## src/rtl/calendar_alarm.sv

```systemverilog
// calendar_alarm: programmable alarm driven by the calendar time-of-day counter.
// Snooze support (SNOOZE state, counters, MAX_SNOOZE) is built only with CALENDAR_ALARM_SNOOZE_EN.
module calendar_alarm #(
    parameter int RING_SECS   = 60,
    parameter int SNOOZE_SECS = 300,
    parameter int MAX_SNOOZE  = 3
) (
    input  logic       CLK,
    input  logic       RST,
    input  logic [5:0] Hours,
    input  logic [5:0] Mins,
    input  logic [5:0] Secs,
    input  logic       SetEn,
    input  logic [5:0] SetHours,
    input  logic [5:0] SetMins,
    input  logic       ArmEn,
    input  logic       Ack,
    input  logic       Snooze,
    output logic       Alarm,
    output logic       Snoozing,
    output logic [5:0] AlarmHours,
    output logic [5:0] AlarmMins,
    output logic       SetErr
);

    localparam int RW = (RING_SECS > 1) ? $clog2(RING_SECS) : 1;

    typedef enum logic [1:0] {
        IDLE   = 2'd0,
        RING   = 2'd1,
        SNOOZE = 2'd2
    } state_t;

    state_t        state_q, state_d;
    logic [RW-1:0] ring_cnt_q, ring_cnt_d;
    logic [5:0]    hrs_q, hrs_d;
    logic [5:0]    mins_q, mins_d;
    logic          err_q, err_d;
    logic          alarm_q;
    logic          load_ok, load_bad;
    logic          match, ring_done;

    assign load_ok   = SetEn && (SetHours <= 6'd23) && (SetMins <= 6'd59);
    assign load_bad  = SetEn && !load_ok;
    assign match     = ArmEn && (Hours == hrs_q) && (Mins == mins_q)
                       && (Secs == 6'd0);
    assign ring_done = (ring_cnt_q == RW'(RING_SECS - 1));

`ifdef CALENDAR_ALARM_SNOOZE_EN
    localparam int SW = (SNOOZE_SECS > 1) ? $clog2(SNOOZE_SECS) : 1;
    localparam int CW = $clog2(MAX_SNOOZE + 1);

    logic [SW-1:0] ivl_q, ivl_d;
    logic [CW-1:0] snz_cnt_q, snz_cnt_d;
    logic          snz_ok, ivl_done;
    logic          snoozing_q;

    assign snz_ok   = Snooze && (snz_cnt_q < CW'(MAX_SNOOZE));
    assign ivl_done = (ivl_q == SW'(SNOOZE_SECS - 1));
`else
    localparam int unused_cfg = SNOOZE_SECS + MAX_SNOOZE;
    logic unused_snooze;
    assign unused_snooze = Snooze;
`endif

    always_comb begin
        state_d    = state_q;
        ring_cnt_d = ring_cnt_q;
        hrs_d      = hrs_q;
        mins_d     = mins_q;
        err_d      = load_bad;
`ifdef CALENDAR_ALARM_SNOOZE_EN
        ivl_d      = ivl_q;
        snz_cnt_d  = snz_cnt_q;
`endif
        // A valid load outranks any match or ring activity this cycle.
        if (load_ok) begin
            hrs_d   = SetHours;
            mins_d  = SetMins;
            state_d = IDLE;
        end else begin
            unique case (state_q)
                IDLE: begin
                    if (match) begin
                        state_d    = RING;
                        ring_cnt_d = '0;
                    end
                end
                RING: begin
                    if (!ArmEn || Ack) begin
                        state_d = IDLE;
`ifdef CALENDAR_ALARM_SNOOZE_EN
                    end else if (snz_ok) begin
                        state_d   = SNOOZE;
                        snz_cnt_d = snz_cnt_q + CW'(1);
                        ivl_d     = '0;
`endif
                    end else if (ring_done) begin
                        state_d = IDLE;
                    end else begin
                        ring_cnt_d = ring_cnt_q + RW'(1);
                    end
                end
`ifdef CALENDAR_ALARM_SNOOZE_EN
                SNOOZE: begin
                    if (!ArmEn || Ack) begin
                        state_d = IDLE;
                    end else if (ivl_done) begin
                        state_d    = RING;
                        ring_cnt_d = '0;
                    end else begin
                        ivl_d = ivl_q + SW'(1);
                    end
                end
`endif
                default: state_d = IDLE;
            endcase
        end
`ifdef CALENDAR_ALARM_SNOOZE_EN
        if (state_d == IDLE) snz_cnt_d = '0;
`endif
    end

    always_ff @(posedge CLK or posedge RST) begin
        if (RST) begin
            state_q    <= IDLE;
            ring_cnt_q <= '0;
            hrs_q      <= '0;
            mins_q     <= '0;
            err_q      <= 1'b0;
            alarm_q    <= 1'b0;
        end else begin
            state_q    <= state_d;
            ring_cnt_q <= ring_cnt_d;
            hrs_q      <= hrs_d;
            mins_q     <= mins_d;
            err_q      <= err_d;
            alarm_q    <= (state_d == RING);
        end
    end

`ifdef CALENDAR_ALARM_SNOOZE_EN
    always_ff @(posedge CLK or posedge RST) begin
        if (RST) begin
            ivl_q      <= '0;
            snz_cnt_q  <= '0;
            snoozing_q <= 1'b0;
        end else begin
            ivl_q      <= ivl_d;
            snz_cnt_q  <= snz_cnt_d;
            snoozing_q <= (state_d == SNOOZE);
        end
    end

    assign Snoozing = snoozing_q;
`else
    assign Snoozing = 1'b0;
`endif

    assign Alarm      = alarm_q;
    assign AlarmHours = hrs_q;
    assign AlarmMins  = mins_q;
    assign SetErr     = err_q;

endmodule
```

## config.mk

```make
export PLATFORM = sky130hd
export DESIGN_NAME = calendar_alarm
export DESIGN_NICKNAME = d
export VERILOG_FILES = /design/src/rtl/calendar_alarm.sv
export SDC_FILE = /design/constraint.sdc
export NUM_CORES = 1
export LEC_CHECK = 0
export CAP_MARGIN = 30
export CORE_MARGIN = 1
export CORE_UTILIZATION = 46
export CTS_BUF_LIST = sky130_fd_sc_hd__clkbuf_4 sky130_fd_sc_hd__clkbuf_8
export CTS_CLUSTER_DIAMETER = 40
export DETAILED_ROUTE_END_ITERATION = 10
export PLACE_DENSITY = 0.88
export SLEW_MARGIN = 10
export SYNTH_ARGS = -nofsm -noshare
export SYNTH_HDL_FRONTEND = slang
export SYNTH_SLANG_ARGS = --single-unit
```

## constraint.sdc

```tcl
create_clock -name CLK -period 4.5 [get_ports CLK]
set_input_delay 0.45 -clock CLK [delete_from_list [all_inputs] [get_ports CLK]]
set_output_delay 0.45 -clock CLK [all_outputs]
set_load 0.02 [all_outputs]
```

==> metrics.txt <==
# TYPE chip_impl_metric gauge
chip_impl_metric{name="clock_sink_count",unit=""} 22
chip_impl_info{name="yosysTopAreaCell",value="sky130_fd_sc_hd__dfrtp_1"} 1
chip_impl_info{name="start_kind",value="input port"} 1
chip_impl_metric{name="share_of_the_synthesized_area_in_the_top_cell_type",unit="%"} 49.3
chip_impl_info{name="leading_cell_type_in_the_layout_fill_and_taps_excluded",value="sky130_fd_sc_hd__clkdlybuf4s50_1"} 1
chip_impl_metric{name="fin_skew",unit="ps"} 9.33
chip_impl_metric{name="numPortBuffers",unit=""} 48
chip_impl_metric{name="grt_max_degree",unit=""} 23
chip_impl_metric{name="slew_headroom",unit="%"} 44.9
chip_impl_metric{name="tightest_slew",unit="ps"} 825
chip_impl_metric{name="max_clock_freq",unit="MHz"} 504
chip_impl_metric{name="max_stage_delay",unit="ps"} 530
chip_impl_metric{name="cts_inserted_buffers",unit=""} 3
chip_impl_metric{name="dr.pass1.iters",unit=""} 5
chip_impl_metric{name="grt_total_ovfl",unit=""} 0
chip_impl_metric{name="placeable_area",unit="mm^2"} 0.00225
chip_impl_info{name="cts_root_buf",value="sky130_fd_sc_hd__clkbuf_4"} 1
chip_impl_metric{name="crit_path_max_fo",unit=""} 6
chip_impl_info{name="cts_tree",value="yes"} 1
chip_impl_metric{name="ratio_of_cells_with_drive_above_1_in_the_final_layout",unit="%"} 3.66
chip_impl_info{name="synthTopCellsByArea",value="sky130_fd_sc_hd__dfrtp_1 (49%), sky130_fd_sc_hd__nand2_1 (10%), sky130_fd_sc_hd__xor2_1 (9.4%), sky130_fd_sc_hd__o211ai_1 (2.7%), sky130_fd_sc_hd__inv_1 (2.4%)"} 1
chip_impl_metric{name="final_core_utilization",unit="%"} 73.1
chip_impl_info{name="critPathSlowestCell",value="sky130_fd_sc_hd__or4b_1"} 1
chip_impl_info{name="final_cell_mix",value="sky130_fd_sc_hd__clkdlybuf4s50_1 (48), sky130_fd_sc_hd__nand2_1 (30), sky130_fd_sc_hd__dfrtp_1 (22)"} 1
chip_impl_metric{name="final.min_clock_period",unit="ps"} 1990
chip_impl_metric{name="yosysSeqAreaShare",unit="%"} 49.3
chip_impl_metric{name="grt_pass1_vias",unit=""} 1040
chip_impl_info{name="cp_capture_type",value="flop"} 1
chip_impl_metric{name="synth.ff_latch_count",unit=""} 22
chip_impl_metric{name="grt_antenna_before_repair",unit=""} 0
chip_impl_metric{name="cts_hold_repair.buffers",unit=""} 0
chip_impl_metric{name="postRouteAntennaNets",unit=""} 0
chip_impl_metric{name="mappedNetlistArea",unit="mm^2"} 0.00112
chip_impl_metric{name="synth.yosys.warnings",unit=""} 0
chip_impl_metric{name="p_per_area",unit="mW/mm^2"} 320
chip_impl_metric{name="fin_crit_sh",unit="%"} 44.1
chip_impl_metric{name="clkLatencyLatePin",unit="ps"} 310
chip_impl_metric{name="synth-edff-count",unit=""} 0
chip_impl_metric{name="htreeDepth",unit=""} 1
chip_impl_metric{name="dp.final_hpwl",unit="mm"} 2.29
chip_impl_metric{name="drc",unit=""} 0
chip_impl_metric{name="cp_data_required_time",unit="ps"} 4680
chip_impl_metric{name="finish.net_count",unit=""} 203
chip_impl_metric{name="synthArstFlopShare",unit="%"} 100
chip_impl_metric{name="drt-wirelength-per-cell",unit="um"} 14.8
chip_impl_metric{name="cts_setup_buffers",unit=""} 0
chip_impl_metric{name="rows",unit=""} 17
chip_impl_metric{name="final-hold-violation-count",unit=""} 0
chip_impl_metric{name="final.setup.tns",unit="ps"} 0
chip_impl_metric{name="initial_utilization",unit="%"} 49.6
chip_impl_metric{name="maxCapViolCount",unit=""} 0
chip_impl_metric{name="postRouteWirelength",unit="mm"} 2.85
chip_impl_info{name="unrepaired_setup_endpoints_after_global_routing",value="no"} 1
chip_impl_metric{name="synthToLayoutAreaGrowth",unit="%"} 47.5
chip_impl_metric{name="setup_viol",unit=""} 0
chip_impl_metric{name="grt_first_pass_wirelength",unit="mm"} 4.61
chip_impl_info{name="cp_cell_sequence",value="clkdlybuf4s50_1 -> or4b_1 -> nor4_2 -> nand4_2 -> a21boi_4 -> o22ai_1"} 1
chip_impl_metric{name="final-max-slew-violation-count",unit=""} 0
chip_impl_metric{name="die_area",unit="mm^2"} 0.00263
chip_impl_info{name="run_status",value="finished clean"} 1
chip_impl_metric{name="peakVddDrop",unit="mV"} 0.290
chip_impl_metric{name="cts_resized",unit=""} 0
chip_impl_metric{name="chipHeight",unit="um"} 51.3
chip_impl_metric{name="clk_transition_reported_paths",unit="ps"} 100
chip_impl_metric{name="top_level_ports",unit=""} 51
chip_impl_metric{name="chip_width",unit="um"} 51.3
chip_impl_metric{name="finalWeightedCongestion",unit=""} 0.771
chip_impl_metric{name="antenna_diode_instance_count",unit=""} 0
chip_impl_metric{name="syn_avg_cell_area",unit="um^2"} 9.80
chip_impl_metric{name="worst_ep_arrival_time",unit="ps"} 2160
chip_impl_info{name="hold_path.class",value="reg -> reg"} 1
chip_impl_metric{name="ys_types",unit=""} 32
chip_impl_metric{name="drt_iter0_markers",unit=""} 22
chip_impl_info{name="dominantRegCellSynth",value="sky130_fd_sc_hd__dfrtp_1"} 1
chip_impl_metric{name="cts-root-to-sink-buffers",unit=""} 2
chip_impl_metric{name="finalPower",unit="W"} 0.000528
chip_impl_metric{name="viasPerCell",unit=""} 5.39
chip_impl_metric{name="leakage_power",unit="nW"} 0.724
chip_impl_metric{name="netlist_instances",unit=""} 114
chip_impl_metric{name="detailroute.via_count",unit=""} 1035
chip_impl_info{name="setup.worst_path.class",value="in -> reg"} 1
chip_impl_metric{name="grt_util_all_layers",unit="%"} 24.5
cell type report:
cell class	instances	area, um^2
clock buffer	3	22.5
fill	177	607
inverter	7	26.3
multi-input combinational	84	533
sequential	22	551
tap	28	35.0
timing repair buffer	48	480
per-layer routing:
layer  wire length, um  part of all wire, %  up-vias  global-route usage, %
met1              1090                   38      473                   28.1
met3               340                   12       10                   7.44
met4                48                  1.7        0                   8.11
li1                  -                    -      495                      -
met2              1370                   48       57                   43.2
met5                 0                    0        -                      0
per-stage QoR:
stage / worst slack, ps / hold slack, ps / area (um^2) / std cells
after floorplan: 2760 / 439 / 1120 / 115
after global placement: 2230 / 493 / 1630 / 189
after detailed placement: 2170 / 502 / 1630 / 189
after CTS: 2490 / 520 / 1650 / 192
after global routing: 2440 / 541 / 1650 / 192
final: 2510 / 515 / 1650 / 192
power by group:
group          internal (W)  total [W]  switching [W]
clock network     0.0000313  0.0000866      0.0000553
registers          0.000231   0.000264      0.0000330
logic             0.0000945   0.000178      0.0000830
sequential cells by signal, indices dropped and copies added (netlist names):
register    cells
ring_cnt_q      6
Alarm           1
AlarmMins       6
state_q         2
AlarmHours      6
SetErr          1
path summary, 6_finish.rpt:
check / startpoint / end / slack (ps) / cells after the start
max: Secs[0] / ring_cnt_q[1]$_DFFE_PP0P_ / 2510 / 6
min: ring_cnt_q[0]$_DFFE_PP0P_ / ring_cnt_q[0]$_DFFE_PP0P_ / 520 / 1
max reg2reg: AlarmMins[2]$_DFFE_PP0P_ / ring_cnt_q[1]$_DFFE_PP0P_ / 2780 / 5
min reg2reg: ring_cnt_q[0]$_DFFE_PP0P_ / ring_cnt_q[0]$_DFFE_PP0P_ / 520 / 1
max in group asynchronous: RST / AlarmHours[5]$_DFFE_PP0P_ / 3390 / 2
min in group asynchronous: RST / ring_cnt_q[4]$_DFFE_PP0P_ / 600 / 2
synthesized netlist by cell type (2+ instances only):
library cell	n
sky130_fd_sc_hd__nand2_1	30
sky130_fd_sc_hd__dfrtp_1	22
sky130_fd_sc_hd__xor2_1	12
sky130_fd_sc_hd__inv_1	7
sky130_fd_sc_hd__nand3_1	4
sky130_fd_sc_hd__o211ai_1	4
sky130_fd_sc_hd__nor4_1	3
sky130_fd_sc_hd__o22a_1	3
sky130_fd_sc_hd__a21boi_0	2
sky130_fd_sc_hd__and2_1	2
sky130_fd_sc_hd__nor2_1	2
sky130_fd_sc_hd__nor2b_1	2
sky130_fd_sc_hd__o2111ai_1	2
critical path: cells and delay by family:
family,cells,cell delay (ps)
AOI/OAI and AO/OA,2,380
buffers and inverters,1,420
and+or+nand+nor,3,920
logic make-up (layout without fill, tap and decap cells):
kind of cell / after synthesis / count (layout) / share of synthesized area, %
compound gates: 17 / 17 / 13.1
xor+xnor: 12 / 12 / 9.41
fa+ha+maj: 1 / 1 / 1.12
buf+inv: 9 / 58 / 3.36
flops: 22 / 22 / 49.3
mux: 1 / 1 / 0.896
other cells: 1 / 2 / 0.336
simple gates: 51 / 51 / 22.5
Note: power is estimated with default switching activity, not from simulation.
